--- config.mk ---
export PLATFORM = sky130hd
export DESIGN_NAME = load_reader
export DESIGN_NICKNAME = d
export VERILOG_FILES = /design/src/rtl/load_reader.sv
export SDC_FILE = /design/constraint.sdc
export NUM_CORES = 1
export LEC_CHECK = 0
export CORE_MARGIN = 4
export CORE_UTILIZATION = 46
export CTS_CLUSTER_SIZE = 25
export DETAILED_ROUTE_END_ITERATION = 6
export HOLD_SLACK_MARGIN = 0.12
export PLACE_DENSITY = 0.92
export SYNTH_ARGS = -nofsm -noshare
export SYNTH_HDL_FRONTEND = slang
export SYNTH_SLANG_ARGS = --single-unit
--- constraint.sdc ---
create_clock -name CLK -period 2.6 [get_ports CLK]
set_input_delay 0.52 -clock CLK [delete_from_list [all_inputs] [get_ports CLK]]
set_output_delay 0.52 -clock CLK [all_outputs]
set_load 0.02 [all_outputs]
--- src/rtl/load_reader.sv ---
// Single-outstanding data-memory load unit: issues one word read, extracts and extends the addressed lane.
// Optional macro LOAD_TIMEOUT_EN aborts a WAIT that exceeds TIMEOUT_CYCLES cycles without mem_ack.
module load_reader #(
  parameter int unsigned TIMEOUT_CYCLES = 16,
  parameter int unsigned LW_ALIGN_CHK   = 1
) (
  input  logic        CLK,
  input  logic        reset,
  input  logic        start,
  input  logic [31:0] addr,
  input  logic [2:0]  ltype,
  output logic        mem_req,
  output logic [31:0] mem_addr,
  input  logic        mem_ack,
  input  logic [31:0] mem_rdata,
  output logic        busy,
  output logic        done,
  output logic        err,
  output logic [31:0] Loaddata,
  output logic [2:0]  dbg_state
);

  localparam logic [2:0] S_IDLE = 3'd0;
  localparam logic [2:0] S_REQ  = 3'd1;
  localparam logic [2:0] S_WAIT = 3'd2;
  localparam logic [2:0] S_DONE = 3'd3;
  localparam logic [2:0] S_ERR  = 3'd4;

  // Memory handshake: mem_req is a one-cycle pulse; the single read it opens is closed by
  // the first mem_ack seen in REQ or WAIT. Acks in any other state belong to no transaction.
  logic [2:0]  state_q, state_d;
  logic [2:0]  ltype_q;
  logic [1:0]  off_q;
  logic        mem_req_q;
  logic [31:0] mem_addr_q;
  logic        done_q;
  logic        err_q;
  logic [31:0] ld_q;

  logic        illegal;
  logic        ack_take;
  logic        timeout_hit;
  logic [7:0]  lane_b;
  logic [15:0] lane_h;
  logic [31:0] result;

  always_comb begin
    illegal = 1'b0;
    case (ltype)
      3'b000, 3'b100: illegal = 1'b0;
      3'b001, 3'b101: illegal = (LW_ALIGN_CHK != 0) && addr[0];
      3'b010:         illegal = (LW_ALIGN_CHK != 0) && (addr[1:0] != 2'b00);
      default:        illegal = 1'b1;
    endcase
  end

  always_comb begin
    lane_b = mem_rdata[7:0];
    case (off_q)
      2'd0:    lane_b = mem_rdata[7:0];
      2'd1:    lane_b = mem_rdata[15:8];
      2'd2:    lane_b = mem_rdata[23:16];
      default: lane_b = mem_rdata[31:24];
    endcase
    lane_h = off_q[1] ? mem_rdata[31:16] : mem_rdata[15:0];
    result = mem_rdata;
    case (ltype_q)
      3'b000:  result = {{24{lane_b[7]}}, lane_b};
      3'b001:  result = {{16{lane_h[15]}}, lane_h};
      3'b100:  result = {24'h0, lane_b};
      3'b101:  result = {16'h0, lane_h};
      default: result = mem_rdata;
    endcase
  end

  assign ack_take = mem_ack && ((state_q == S_REQ) || (state_q == S_WAIT));

`ifdef LOAD_TIMEOUT_EN
  localparam int unsigned CW = $clog2(TIMEOUT_CYCLES + 1);
  logic [CW-1:0] cnt_q, cnt_d;

  // Held at zero outside WAIT so every WAIT entry starts a fresh count.
  always_comb begin
    cnt_d = '0;
    if (state_q == S_WAIT && !mem_ack) cnt_d = cnt_q + CW'(1);
  end

  always_ff @(posedge CLK or negedge reset) begin
    if (!reset) cnt_q <= '0;
    else        cnt_q <= cnt_d;
  end

  assign timeout_hit = (cnt_q == CW'(TIMEOUT_CYCLES - 1));
`else
  logic unused_timeout;
  assign unused_timeout = |TIMEOUT_CYCLES;
  assign timeout_hit    = 1'b0;
`endif

  always_comb begin
    state_d = state_q;
    case (state_q)
      S_IDLE: if (start) state_d = illegal ? S_ERR : S_REQ;
      S_REQ:  state_d = mem_ack ? S_DONE : S_WAIT;
      S_WAIT: begin
        if (mem_ack)          state_d = S_DONE;
        else if (timeout_hit) state_d = S_ERR;
      end
      S_DONE:  state_d = S_IDLE;
      S_ERR:   state_d = S_IDLE;
      default: state_d = S_IDLE;
    endcase
  end

  // err is raised on the cycle leaving ERR, so an aborted request reports two cycles after start.
  always_ff @(posedge CLK or negedge reset) begin
    if (!reset) begin
      state_q    <= S_IDLE;
      ltype_q    <= 3'b000;
      off_q      <= 2'b00;
      mem_req_q  <= 1'b0;
      mem_addr_q <= 32'h0;
      done_q     <= 1'b0;
      err_q      <= 1'b0;
      ld_q       <= 32'h0;
    end else begin
      state_q   <= state_d;
      mem_req_q <= (state_d == S_REQ);
      done_q    <= (state_d == S_DONE);
      err_q     <= (state_q == S_ERR);
      if (state_q == S_IDLE && start) begin
        ltype_q <= ltype;
        off_q   <= addr[1:0];
        if (!illegal) mem_addr_q <= {addr[31:2], 2'b00};
      end
      if (ack_take) ld_q <= result;
    end
  end

  assign mem_req   = mem_req_q;
  assign mem_addr  = mem_addr_q;
  assign busy      = (state_q != S_IDLE);
  assign done      = done_q;
  assign err       = err_q;
  assign Loaddata  = ld_q;
  assign dbg_state = state_q;

endmodule

Word-level counts from Yosys, hierarchy flattened. Index checks and enable logic that the tools add are counted. Widths: inputs -> output; s select.

Register bits: 73. Input bits: 71. Output and inout bits: 71.

Equal/unequal tests: 14. Muxes and demuxes: 9. Bitwise logic cells: 1. Reduce and logical (&&, ||, !) cells: 12.

Operator list (number): $pmux 32 s4 (1); $pmux 8 s3 (1); $mux 16 (1); $eq 3x3->1 const B (5); $eq 3x1->1 const B (4); $eq 3x2->1 const B (3); $logic_not 3->1 (3); $mux 3 (3); $pmux 3 s3 (1); $reduce_or 2->1 (2); $pmux 1 s3 (1); $reduce_bool 3->1 (1); $eq 2x1->1 const B (1); $eq 2x2->1 const B (1); $logic_and 1x1->1 (2); $logic_not 2->1 (1); $reduce_and 2->1 (1); $reduce_bool 2->1 (1); $logic_or 1x1->1 (1); $mux 1 (1); $not 1->1 (1).

Logic depth before layout (Yosys ltp). Gate-level depths: netlist of the first run.

Depth in word-level cells: 7. Gate-level depth with buffers: 6. Depth with buffers taken out: 5.

Worst setup path before layout of the first run. Ideal clock, no wire load.

Path kind: reg2reg. Start point: reg state_q[1] (netlist: dbg_state[1]). End point: reg mem_addr_q[8] (netlist: mem_addr[8]). Setup time: 0.128 ns. Arrival time: 1.790 ns. Data required time: 2.472 ns. Slack: 0.682 ns. Stages on the path, launching flop included: 6. Path buffers: 1. Period minus slack after synthesis: 1.918 ns. Path through: dfrtp_1 or3_1 nor2_4 nand2_2 buf_6 mux2_1.

Word-level cells in the longest chain between the ends: 3.

RTL lines: start: declaration (RTL line 31) `logic [2:0] state_q, state_d;`; start signal: assignment (RTL line 127) `state_q <= state_d;`; $logic_not 3->1 (RTL line 131) `if (state_q == S_IDLE && start) begin`; $logic_and 1x1->1 (RTL line 131); $reduce_and 2->1 (no source line); end signal: assignment (RTL line 134) `if (!illegal) mem_addr_q <= {addr[31:2], 2'b00};`; end: declaration (RTL line 35) `logic [31:0] mem_addr_q;`.

No other way between the ends. A chain may end at the register's enable or synchronous reset.

Worst setup path after layout of the first run.
Start point: reg state_q[1] (netlist: dbg_state[1]). End point: out busy.

Word-level cells in the longest chain between the ends: 1.

RTL lines: $reduce_bool 3->1 (RTL line 142) `assign busy = (state_q != S_IDLE);`; end: declaration (RTL line 16) `output logic busy,`.

No other way between the ends.

==> metrics.md, run 1 <==
| Metric | Value |
|---|---|
| Worst setup margin | `0.269 ns` |
| Clock sink count | `73` |
| Fillers | `452` |
| Clk buf depth | `2` |
| Worst vdd ir | `819 µV` |
| Routed len/inst | `17.4 µm` |
| Final setup viols | `0` |
| Setup TNS | `0 ns` |
| Layout area overhead | `51.8%` |
| Worst-margin pin slew | `0.889 ns` |
| Placed insts | `520` |
| Gr usage total | `0.218` |
| Max Cap Violations | `0` |
| Share of layout cells above drive strength 1 | `0.164` |
| Number of synthesized register bits | `73` |
| Fin crit period | `2.33 ns` |
| Initial Utilization | `0.477` |
| CTS tree | `yes` |
| Distinct cells, synth | `38` |
| Antenna fix cells | `0` |
| Worst-Skew Late Latency | `0.35 ns` |
| Clock transition at the registers of the reported paths | `0.08 ns` |
| Total chip power | `6.63 mW` |
| Max-slew violation count | `0` |
| Vias per inst | `5.16` |
| Clk_skew | `0.0147 ns` |
| Die W | `92.4 µm` |
| Root Buffer | `clkbuf_8` |
| H-tree depth | `3` |
| Rel. slew slack | `0.407` |
| Postcts setup bufs | `0` |
| Yosys warning total | `0` |
| FF-to-FF setup slack | `0.58 ns` |
| # nets final | `506` |
| Worst reg2reg path startpoint | `off_q[0]$_DFFE_PN0P_` |
| Std-Cell Rows | `30` |
| Port bufs | `139` |
| CP Class | `flop to primary output` |
| CP Launch Type | `flop` |
| Setup WS pre-CTS | `0.0837 ns` |
| Syn avg cell area | `11.2 µm²` |
| Initial antenna violation count | `0` |
| Grt ovf | `0` |
| Mapped cell area | `0.00328 mm²` |
| Type of element capturing the critical path | `primary output` |
| Maximum number of pins on one net before global-route repair | `74` |
| Worst path required time | `2.08 ns` |
| First-pass GRT wire length | `14,500 µm` |
| DRC viols | `0` |
| Cells after Synth | `294` |
| Final Hold Viols | `0` |
| Total die area | `0.00854 mm²` |
| RSZ-0062 raised after global routing | `no` |
| Signal arrival time at the worst endpoint | `1.81 ns` |
| Fin cells | `536` |
| Leak Pwr | `2.11 nW` |
| HPWL Detailed | `6770 µm` |
| Final GP Congestion | `0.795` |
| Worst Reg-to-Reg Cells | `4` |
| RR Endpoint | `Loaddata[20]$_DFFE_PN0P_` |
| FMAX | `429 MHz` |
| DRT iter0 DRCs | `235` |
| Cts repair resizes | `0` |
| Status | `completed` |
| Core Area | `0.00687 mm²` |
| Vias in the first global route | `2,840` |
| Min-delay worst type | `input pin to asynchronous set/reset pin` |
| Final Instance Area | `0.00497 mm²` |
| Inserted Clock Buffers | `9` |
| CTS Hold Bufs | `0` |
| Post-route ant nets | `0` |
| Tcrit/Tclk final | `0.896` |
| Cell Pwr Density | `1330 mW/mm²` |
| Vias | `2,767` |
| Seq/Total Area, Yosys | `0.557` |
| Routed WL | `9310 µm` |
| Dpl cell area | `0.00474 mm²` |
| Largest fanout on the critical path | `4` |
| Die Y | `92.4 µm` |
| Top Ports | `142` |
| Initial DRT Pass Iterations | `4` |
==> state kept, by name, summed over array words and instances (netlist names) <==
name       cells
dbg_state      3
Loaddata      32
mem_req        1
done           1
err            1
mem_addr      30
off_q          2
ltype_q        3
==> power breakdown <==
group	total (mW)	internal, mW	switching (mW)
clock	1.06	0.639	0.422
sequential	2.11	1.70	0.414
combinational	3.45	1.70	1.75
total	6.63	4.04	2.59
==> layout by cell type, fill, tap and decap left out, types with 2 or more instances in the layout <==
cell type	instances
o21ai_0	20
nor2b_1	2
nand2_2	2
nand2_1	29
a21oi_1	31
a21boi_0	6
nor2_1	25
mux2_2	39
mux2i_1	8
o21a_1	2
nand3_1	2
and2_1	6
bufinv_16	3
inv_1	6
dfrtp_1	73
or2_2	6
nor3_1	2
clkbuf_8	9
buf_4	8
clkbuf_1	2
nor3b_1	2
conb_1	2
clkdlybuf4s50_1	138
==> layer usage <==
metal / vias up / GRT usage / part of all wire
li1: 1289 / - / -
met1: 1333 / 0.264 / 0.38
met2: 122 / 0.372 / 0.52
met3: 23 / 0.0577 / 0.064
met4: 0 / 0.0829 / 0.029
met5: - / 0 / 0
==> cells in the mapped netlist <==
cell	n	share of area
dfrtp_1	73	0.56
nand2_2	2	0.0038
buf_1	2	0.0023
a21o_1	1	0.0023
nor3b_1	2	0.0046
nor2_1	25	0.029
inv_1	6	0.0069
and3_1	1	0.0019
mux2i_1	8	0.024
mux2_2	39	0.13
nand3_1	2	0.0031
buf_2	2	0.0031
o31a_1	1	0.0027
buf_6	4	0.014
a21oi_1	31	0.047
xor2_1	1	0.0027
or2b_1	1	0.0023
nor2_4	1	0.0034
mux2_1	1	0.0034
conb_1	1	0.0011
a221oi_1	1	0.0027
o21ai_0	20	0.031
o22a_1	1	0.0027
a221o_1	1	0.0031
a21boi_0	6	0.014
nor3_1	2	0.0031
nor2b_1	2	0.0038
clkbuf_1	7	0.0080
a21oi_4	1	0.0050
or3_1	1	0.0019
nand2_1	29	0.033
mux4_2	1	0.0069
or2_2	6	0.011
and2_1	6	0.011
o22ai_1	1	0.0019
o21a_1	2	0.0046
buf_4	2	0.0046
o2bb2ai_1	1	0.0027
==> final cells by class <==
type | count | area [µm²] | area share
clock buffers | 11 | 131 | 0.0264
clock inverters | 5 | 104 | 0.0209
inverters | 6 | 22.5 | 0.00453
multi-input cells | 199 | 1330 | 0.267
flip-flops and latches | 73 | 1830 | 0.367
well taps | 96 | 120 | 0.0241
repair buffers | 146 | 1440 | 0.290
==> worst max-delay path by stage <==
stage                                       from  slack [ns]                  endpoint  cells after the start
after floorplan           dbg_state[1]$_DFF_PN0_        0.68   mem_addr[8]$_DFFE_PN0P_                      5
after global placement             mem_rdata[15]        0.14  Loaddata[18]$_DFFE_PN0P_                      5
after detailed placement           mem_rdata[15]        0.08  Loaddata[29]$_DFFE_PN0P_                      5
after CTS                 dbg_state[1]$_DFF_PN0_        0.25                      busy                      2
after global routing      dbg_state[1]$_DFF_PN0_        0.18                      busy                      2
final                     dbg_state[1]$_DFF_PN0_        0.27                      busy                      2
==> critical path, stage by stage, from the launching register on <==
cell,delay [ns]
dfrtp_1,0.42
or3_1,0.47
clkdlybuf4s50_1,0.58
==> cell families (layout without fill, tap and decap cells) <==
logic type / count (synthesis) / in the layout / share of synthesized area
AND/OR/NAND/NOR: 80 / 80 / 0.113
flip-flops: 73 / 73 / 0.557
AO/OA/AOI/OAI: 67 / 67 / 0.119
multiplexers: 49 / 49 / 0.169
buffers and inverters: 23 / 168 / 0.0385
other: 1 / 2 / 0.00114
XOR/XNOR: 1 / 1 / 0.00267
==> through the flow <==
step	utilization	hold slack, ns
2_1_floorplan	-	0.224
3_3_place_gp	0.690	0.472
3_5_place_dp	0.690	0.479
4_1_cts	0.724	0.326
5_1_grt	0.724	0.365
6_report	0.724	0.304
Power figures use the tool's default switching activity.
==> run 2: changes to the inputs <==
--- a/config.mk
+++ b/config.mk
@@ -5,7 +5,7 @@
 export SDC_FILE = /design/constraint.sdc
 export NUM_CORES = 1
 export LEC_CHECK = 0
-export CORE_MARGIN = 4
+export CORE_MARGIN = 8
 export CORE_UTILIZATION = 46
 export CTS_CLUSTER_SIZE = 25
 export DETAILED_ROUTE_END_ITERATION = 6
==> constraint.sdc (replaced) <==
create_clock -name CLK -period 2.8 [get_ports CLK]
set_input_delay 0.56 -clock CLK [delete_from_list [all_inputs] [get_ports CLK]]
set_output_delay 0.56 -clock CLK [all_outputs]
set_load 0.02 [all_outputs]
==> run 2 against run 1 <==
Against the previous run:
- sequential share of layout area about the same
- first-iteration DRC count is 15% lower
- clock skew increased by 0.0025 ns
- largest cell class unchanged
- critical path type unchanged
- global-route usage is 1.3 points lower
- utilization grew 0.36 points
- critical endpoint unchanged
==> metrics.md, run 2 (synthesized netlist as in run 1, its figures left out) <==
| Metric | Value |
|---|---|
| Clock sink count | `73` |
| Post-route ant nets | `0` |
| Worst-Skew Late Latency | `0.35 ns` |
| FMAX | `422 MHz` |
| HPWL Detailed | `7480 µm` |
| Top delay family on crit path | `buffers and inverters` |
| Fin crit period | `2.37 ns` |
| Port bufs | `139` |
| Critical path's slowest cell | `clkdlybuf4s50_1` |
| Register area | `0.00183 mm²` |
| Total die area | `0.0101 mm²` |
| Status | `completed` |
| Core Area | `0.00683 mm²` |
| Grt ovf | `0` |
| Postcts setup bufs | `0` |
| Signal arrival time at the worst endpoint | `1.81 ns` |
| Final Hold Viols | `0` |
| Initial DRT Pass Iterations | `4` |
| First-pass GRT wire length | `16,100 µm` |
| Routed len/inst | `19.2 µm` |
| Clock transition at the registers of the reported paths | `0.09 ns` |
| Placed insts | `518` |
| Routed WL | `10,300 µm` |
| Initial Utilization | `0.480` |
| Worst path buffer plus inverter count | `1` |
| Multi-input gate area | `0.00133 mm²` |
| Die Y | `100 µm` |
| RSZ-0062 raised after global routing | `no` |
| CP Class | `flop to primary output` |
| DRC viols | `0` |
| Std-Cell Rows | `30` |
| H-tree depth | `3` |
| Cell Pwr Density | `1250 mW/mm²` |
| Setup TNS | `0 ns` |
| DRT iter0 DRCs | `199` |
| Crit-path cells | `or3_1 > clkdlybuf4s50_1` |
| Clk buf depth | `2` |
| Share of layout cells above drive strength 1 | `0.160` |
| Inserted Clock Buffers | `9` |
| Final setup viols | `0` |
| Maximum number of pins on one net before global-route repair | `74` |
| Most frequent cells in the layout | `clkdlybuf4s50_1, dfrtp_1, mux2_2` |
| CP Launch Type | `flop` |
| Min-delay worst type | `input pin to asynchronous set/reset pin` |
| Final GP Congestion | `0.776` |
| Fin cells | `534` |
| Clk_skew | `0.0172 ns` |
| Max-slew violation count | `0` |
| Top Ports | `142` |
| Root Buffer | `clkbuf_8` |
| # nets final | `504` |
| Commonest non-fill, non-tap cell in the layout | `clkdlybuf4s50_1` |
| Cts repair resizes | `0` |
| Die W | `100 µm` |
| Max stage delay on crit path | `0.58 ns` |
| Worst Reg-to-Reg Cells | `4` |
| Type of element capturing the critical path | `primary output` |
| Vias | `2,849` |
| Cell count along the critical path | `2` |
| Max FFs per register | `32` |
| Rel. slew slack | `0.393` |
| Initial antenna violation count | `0` |
| Max Cap Violations | `0` |
| Antenna fix cells | `0` |
| Worst-margin pin slew | `0.910 ns` |
| Layout area overhead | `51.7%` |
| Utilization after layout | `0.728` |
| Worst vdd ir | `758 µV` |
| Worst path required time | `2.24 ns` |
| Leak Pwr | `2.10 nW` |
| Tcrit/Tclk final | `0.845` |
| CTS Hold Bufs | `0` |
| CTS tree | `yes` |
| Fillers | `484` |
| Largest fanout on the critical path | `4` |
| Vias in the first global route | `3,070` |
| Vias per inst | `5.34` |
| Gr usage total | `0.206` |
## run 2: cell count changes in the layout (fill, tap and decap cells not counted)
cell,before,now
buf_12,0,1
buf_4,8,5
## run 2: layout make-up
cell class | count | area share
clock inverter | 5 | 0.0209
inverter | 6 | 0.00453
clock buffer | 11 | 0.0264
sequential | 73 | 0.367
tap | 96 | 0.0242
multi-input combinational | 199 | 0.267
timing repair buffer | 144 | 0.289
## run 2: layer usage
layer / part of all wire / track usage / vias up
li1: - / - / 1284
met3: 0.074 / 0.0574 / 22
met4: 0.020 / 0.0849 / 0
met1: 0.37 / 0.225 / 1412
met2: 0.53 / 0.365 / 131
met5: 0 / 0 / -
## run 2: metrics by stage
step / setup WS [ns] / hold WS, ns / area [µm²] / total power, mW
floorplan: 0.882 / 0.264 / 3280 / 3.71
global placement: 0.315 / 0.472 / 4740 / 5.10
detailed placement: 0.257 / 0.478 / 4740 / 5.23
CTS: 0.411 / 0.371 / 4970 / 6.25
global route: 0.379 / 0.408 / 4970 / 6.57
finish: 0.433 / 0.326 / 4970 / 6.22
## run 2: path summary, 6_finish.rpt
check / startpoint / end / slack (ns)
worst min register to register: Loaddata[10]$_DFFE_PN0P_ / Loaddata[10]$_DFFE_PN0P_ / 0.49
min in group CLK: Loaddata[10]$_DFFE_PN0P_ / Loaddata[10]$_DFFE_PN0P_ / 0.49
worst max register to register: off_q[0]$_DFFE_PN0P_ / Loaddata[17]$_DFFE_PN0P_ / 0.77
worst max-delay path: dbg_state[1]$_DFF_PN0_ / busy / 0.43
max in group asynchronous: reset / Loaddata[24]$_DFFE_PN0P_ / 1.86
worst min-delay path: reset / mem_addr[6]$_DFFE_PN0P_ / 0.33
## run 2: where the power goes
part | internal [mW] | switching, mW | total, mW
clock network | 0.593 | 0.397 | 0.990
registers | 1.58 | 0.380 | 1.96
logic | 1.59 | 1.68 | 3.27
total | 3.76 | 2.46 | 6.22
==> run 3: changes to the inputs <==
--- a/config.mk
+++ b/config.mk
@@ -6,11 +6,11 @@
 export NUM_CORES = 1
 export LEC_CHECK = 0
 export CORE_MARGIN = 8
-export CORE_UTILIZATION = 46
+export CORE_UTILIZATION = 42
 export CTS_CLUSTER_SIZE = 25
 export DETAILED_ROUTE_END_ITERATION = 6
 export HOLD_SLACK_MARGIN = 0.12
-export PLACE_DENSITY = 0.92
+export PLACE_DENSITY = 0.86
 export SYNTH_ARGS = -nofsm -noshare
 export SYNTH_HDL_FRONTEND = slang
 export SYNTH_SLANG_ARGS = --single-unit
==> constraint.sdc (replaced) <==
create_clock -name CLK -period 2.3 [get_ports CLK]
set_input_delay 0.46 -clock CLK [delete_from_list [all_inputs] [get_ports CLK]]
set_output_delay 0.46 -clock CLK [all_outputs]
set_load 0.02 [all_outputs]
==> run 3 against run 2 <==
Against the previous run:
- sequential cell count did not move
- highest routed layer unchanged
- sequential power grew 18%
- global-route usage fell by 2.9 points
- via count fell by 1.8%
- count of clock-buffer cells in the layout shrank 1
- worst hold slack got worse by 0.095 ns
- clock power rose by 5%
- register-to-register slack got worse by 0.31 ns
- final area is 0.58% higher
- wire length down 5.1%
- non-clock buffer count increased by 5
- clock skew is 0.012 ns lower
==> metrics.md, run 3 (synthesized netlist as in run 1, its figures left out) <==
| Metric | Value |
|---|---|
| Setup TNS | `0 ns` |
| Total chip power | `7.38 mW` |
| Leak Pwr | `2.12 nW` |
| Cell count along the critical path | `2` |
| Cell Pwr Density | `1480 mW/mm²` |
| Register area | `0.00183 mm²` |
| Total die area | `0.0109 mm²` |
| Most frequent cells in the layout | `clkdlybuf4s50_1, dfrtp_1, mux2_2` |
| RR Endpoint | `Loaddata[17]$_DFFE_PN0P_` |
| DRT iter0 DRCs | `100` |
| Root Buffer | `clkbuf_8` |
| Max stage delay on crit path | `0.47 ns` |
| CP Launch Type | `flop` |
| Top Ports | `142` |
| Core Area | `0.00765 mm²` |
| Crit-path cells | `or3_1 > dlymetal6s2s_1` |
| Top delay family on crit path | `simple AND/OR/NAND/NOR gates` |
| Initial DRT Pass Iterations | `5` |
| Routed len/inst | `17.9 µm` |
| Clock transition at the registers of the reported paths | `0.08 ns` |
| HPWL Detailed | `7330 µm` |
| Vias in the first global route | `2,948` |
| Max Cap Violations | `0` |
| Fillers | `613` |
| Worst vdd ir | `664 µV` |
| Port bufs | `139` |
| Vias per inst | `5.13` |
| Routed WL | `9750 µm` |
| Inserted Clock Buffers | `9` |
| Commonest non-fill, non-tap cell in the layout | `clkdlybuf4s50_1` |
| CP Class | `flop to primary output` |
| CTS Hold Bufs | `0` |
| Grt ovf | `0` |
| Share of layout cells above drive strength 1 | `0.174` |
| Final GP Congestion | `0.780` |
| Largest fanout on the critical path | `4` |
| Combinational power share | `0.546` |
| Worst hold slack | `0.231 ns` |
| Postcts setup bufs | `0` |
| Antenna fix cells | `0` |
| Multi-input gate area | `0.00133 mm²` |
| Sw Pwr | `2.97 mW` |
| Die Y | `104 µm` |
| Clock sink count | `73` |
| Seq pwr share | `0.313` |
| Clk buf depth | `2` |
| Max FFs per register | `32` |
| H-tree depth | `3` |
| Max-slew violation count | `0` |
| Worst Reg-to-Reg Cells | `5` |
| Critical path origin | `dbg_state[1]$_DFF_PN0_` |
| DRC viols | `0` |
| CTS tree | `yes` |
| Gr usage total | `0.177` |
| Critical path's slowest cell | `or3_1` |
| Status | `completed` |
| Worst-margin pin slew | `0.935 ns` |
| Min-delay worst type | `input pin to asynchronous set/reset pin` |
| Die W | `104 µm` |
| Tcrit/Tclk final | `0.844` |
| Cts repair resizes | `0` |
| Final Hold Viols | `0` |
| Std-Cell Rows | `32` |
| Post-route ant nets | `0` |
| Fin crit period | `1.94 ns` |
| Worst path required time | `1.84 ns` |
| Signal arrival time at the worst endpoint | `1.48 ns` |
| Switching Share | `0.402` |
| Final setup viols | `0` |
| Initial Utilization | `0.429` |
| FF-to-FF setup slack | `0.46 ns` |
| Type of element capturing the critical path | `primary output` |
| FMAX | `515 MHz` |
| Worst-Skew Late Latency | `0.35 ns` |
| Worst path buffer plus inverter count | `1` |
| Clock power frac | `0.140` |
| Rel. slew slack | `0.376` |
| RSZ-0062 raised after global routing | `no` |
| Initial antenna violation count | `0` |
| Clk_skew | `0.00507 ns` |
| Worst Setup EP | `busy` |
| # nets final | `509` |
| Layout area overhead | `52.6%` |
| Maximum number of pins on one net before global-route repair | `74` |
| First-pass GRT wire length | `15,400 µm` |
| Vias | `2,797` |
| Worst reg2reg path startpoint | `off_q[0]$_DFFE_PN0P_` |
| Internal power | `4.41 mW` |
[run 3: layout make-up]
class / instances / area share
Sequential cell: 73 / 0.365
Timing Repair Buffer: 149 / 0.298
Multi-Input combinational cell: 199 / 0.266
Clock buffer: 10 / 0.0275
Tap cell: 102 / 0.0255
Clock inverter: 6 / 0.0133
Inverter: 6 / 0.00450
[run 3: worst min-delay path by stage]
stage	startpoint	endpoint	slack (ns)
2_1_floorplan	reset	Loaddata[0]$_DFFE_PN0P_	0.16
3_3_place_gp	mem_addr[8]$_DFFE_PN0P_	mem_addr[8]$_DFFE_PN0P_	0.47
3_5_place_dp	dbg_state[2]$_DFF_PN0_	dbg_state[1]$_DFF_PN0_	0.48
4_1_cts	reset	Loaddata[19]$_DFFE_PN0P_	0.28
5_1_grt	reset	Loaddata[17]$_DFFE_PN0P_	0.31
6_report	reset	Loaddata[17]$_DFFE_PN0P_	0.23
[run 3: worst reg2reg max path, stage by stage, from the launching register on]
cell	delay (ns)
dfrtp_1	0.42
mux2_2	0.38
mux4_2	0.51
a21oi_4	0.18
buf_12	0.16
a21oi_1	0.08
[run 3: layer usage]
layer  wire length (µm)  track usage  share of wire
met5                  0            0              0
met4                294       0.0776          0.030
met3                756       0.0570          0.078
met1               3670        0.193           0.38
met2               5030        0.305           0.52
[run 3: power by group through the flow]
stage,sequential (mW),combinational [mW],clock (mW)
CTS,2.31,4.07,1.06
global placement,2.30,3.97,0
detailed placement,2.34,4.05,0
finish,2.31,4.03,1.04
global route,2.39,4.30,1.11
floorplan,2.98,1.54,0
[run 3: per-stage QoR]
stage	setup slack [ns]	util	std cells	cell area, µm²
floorplan	0.382	-	295	3280
global placement	0.0958	0.627	529	4790
detailed placement	0.0551	0.627	529	4790
CTS	0.000336	0.654	545	5000
global route	0.304	0.654	545	5000
finish	0.359	0.654	545	5000
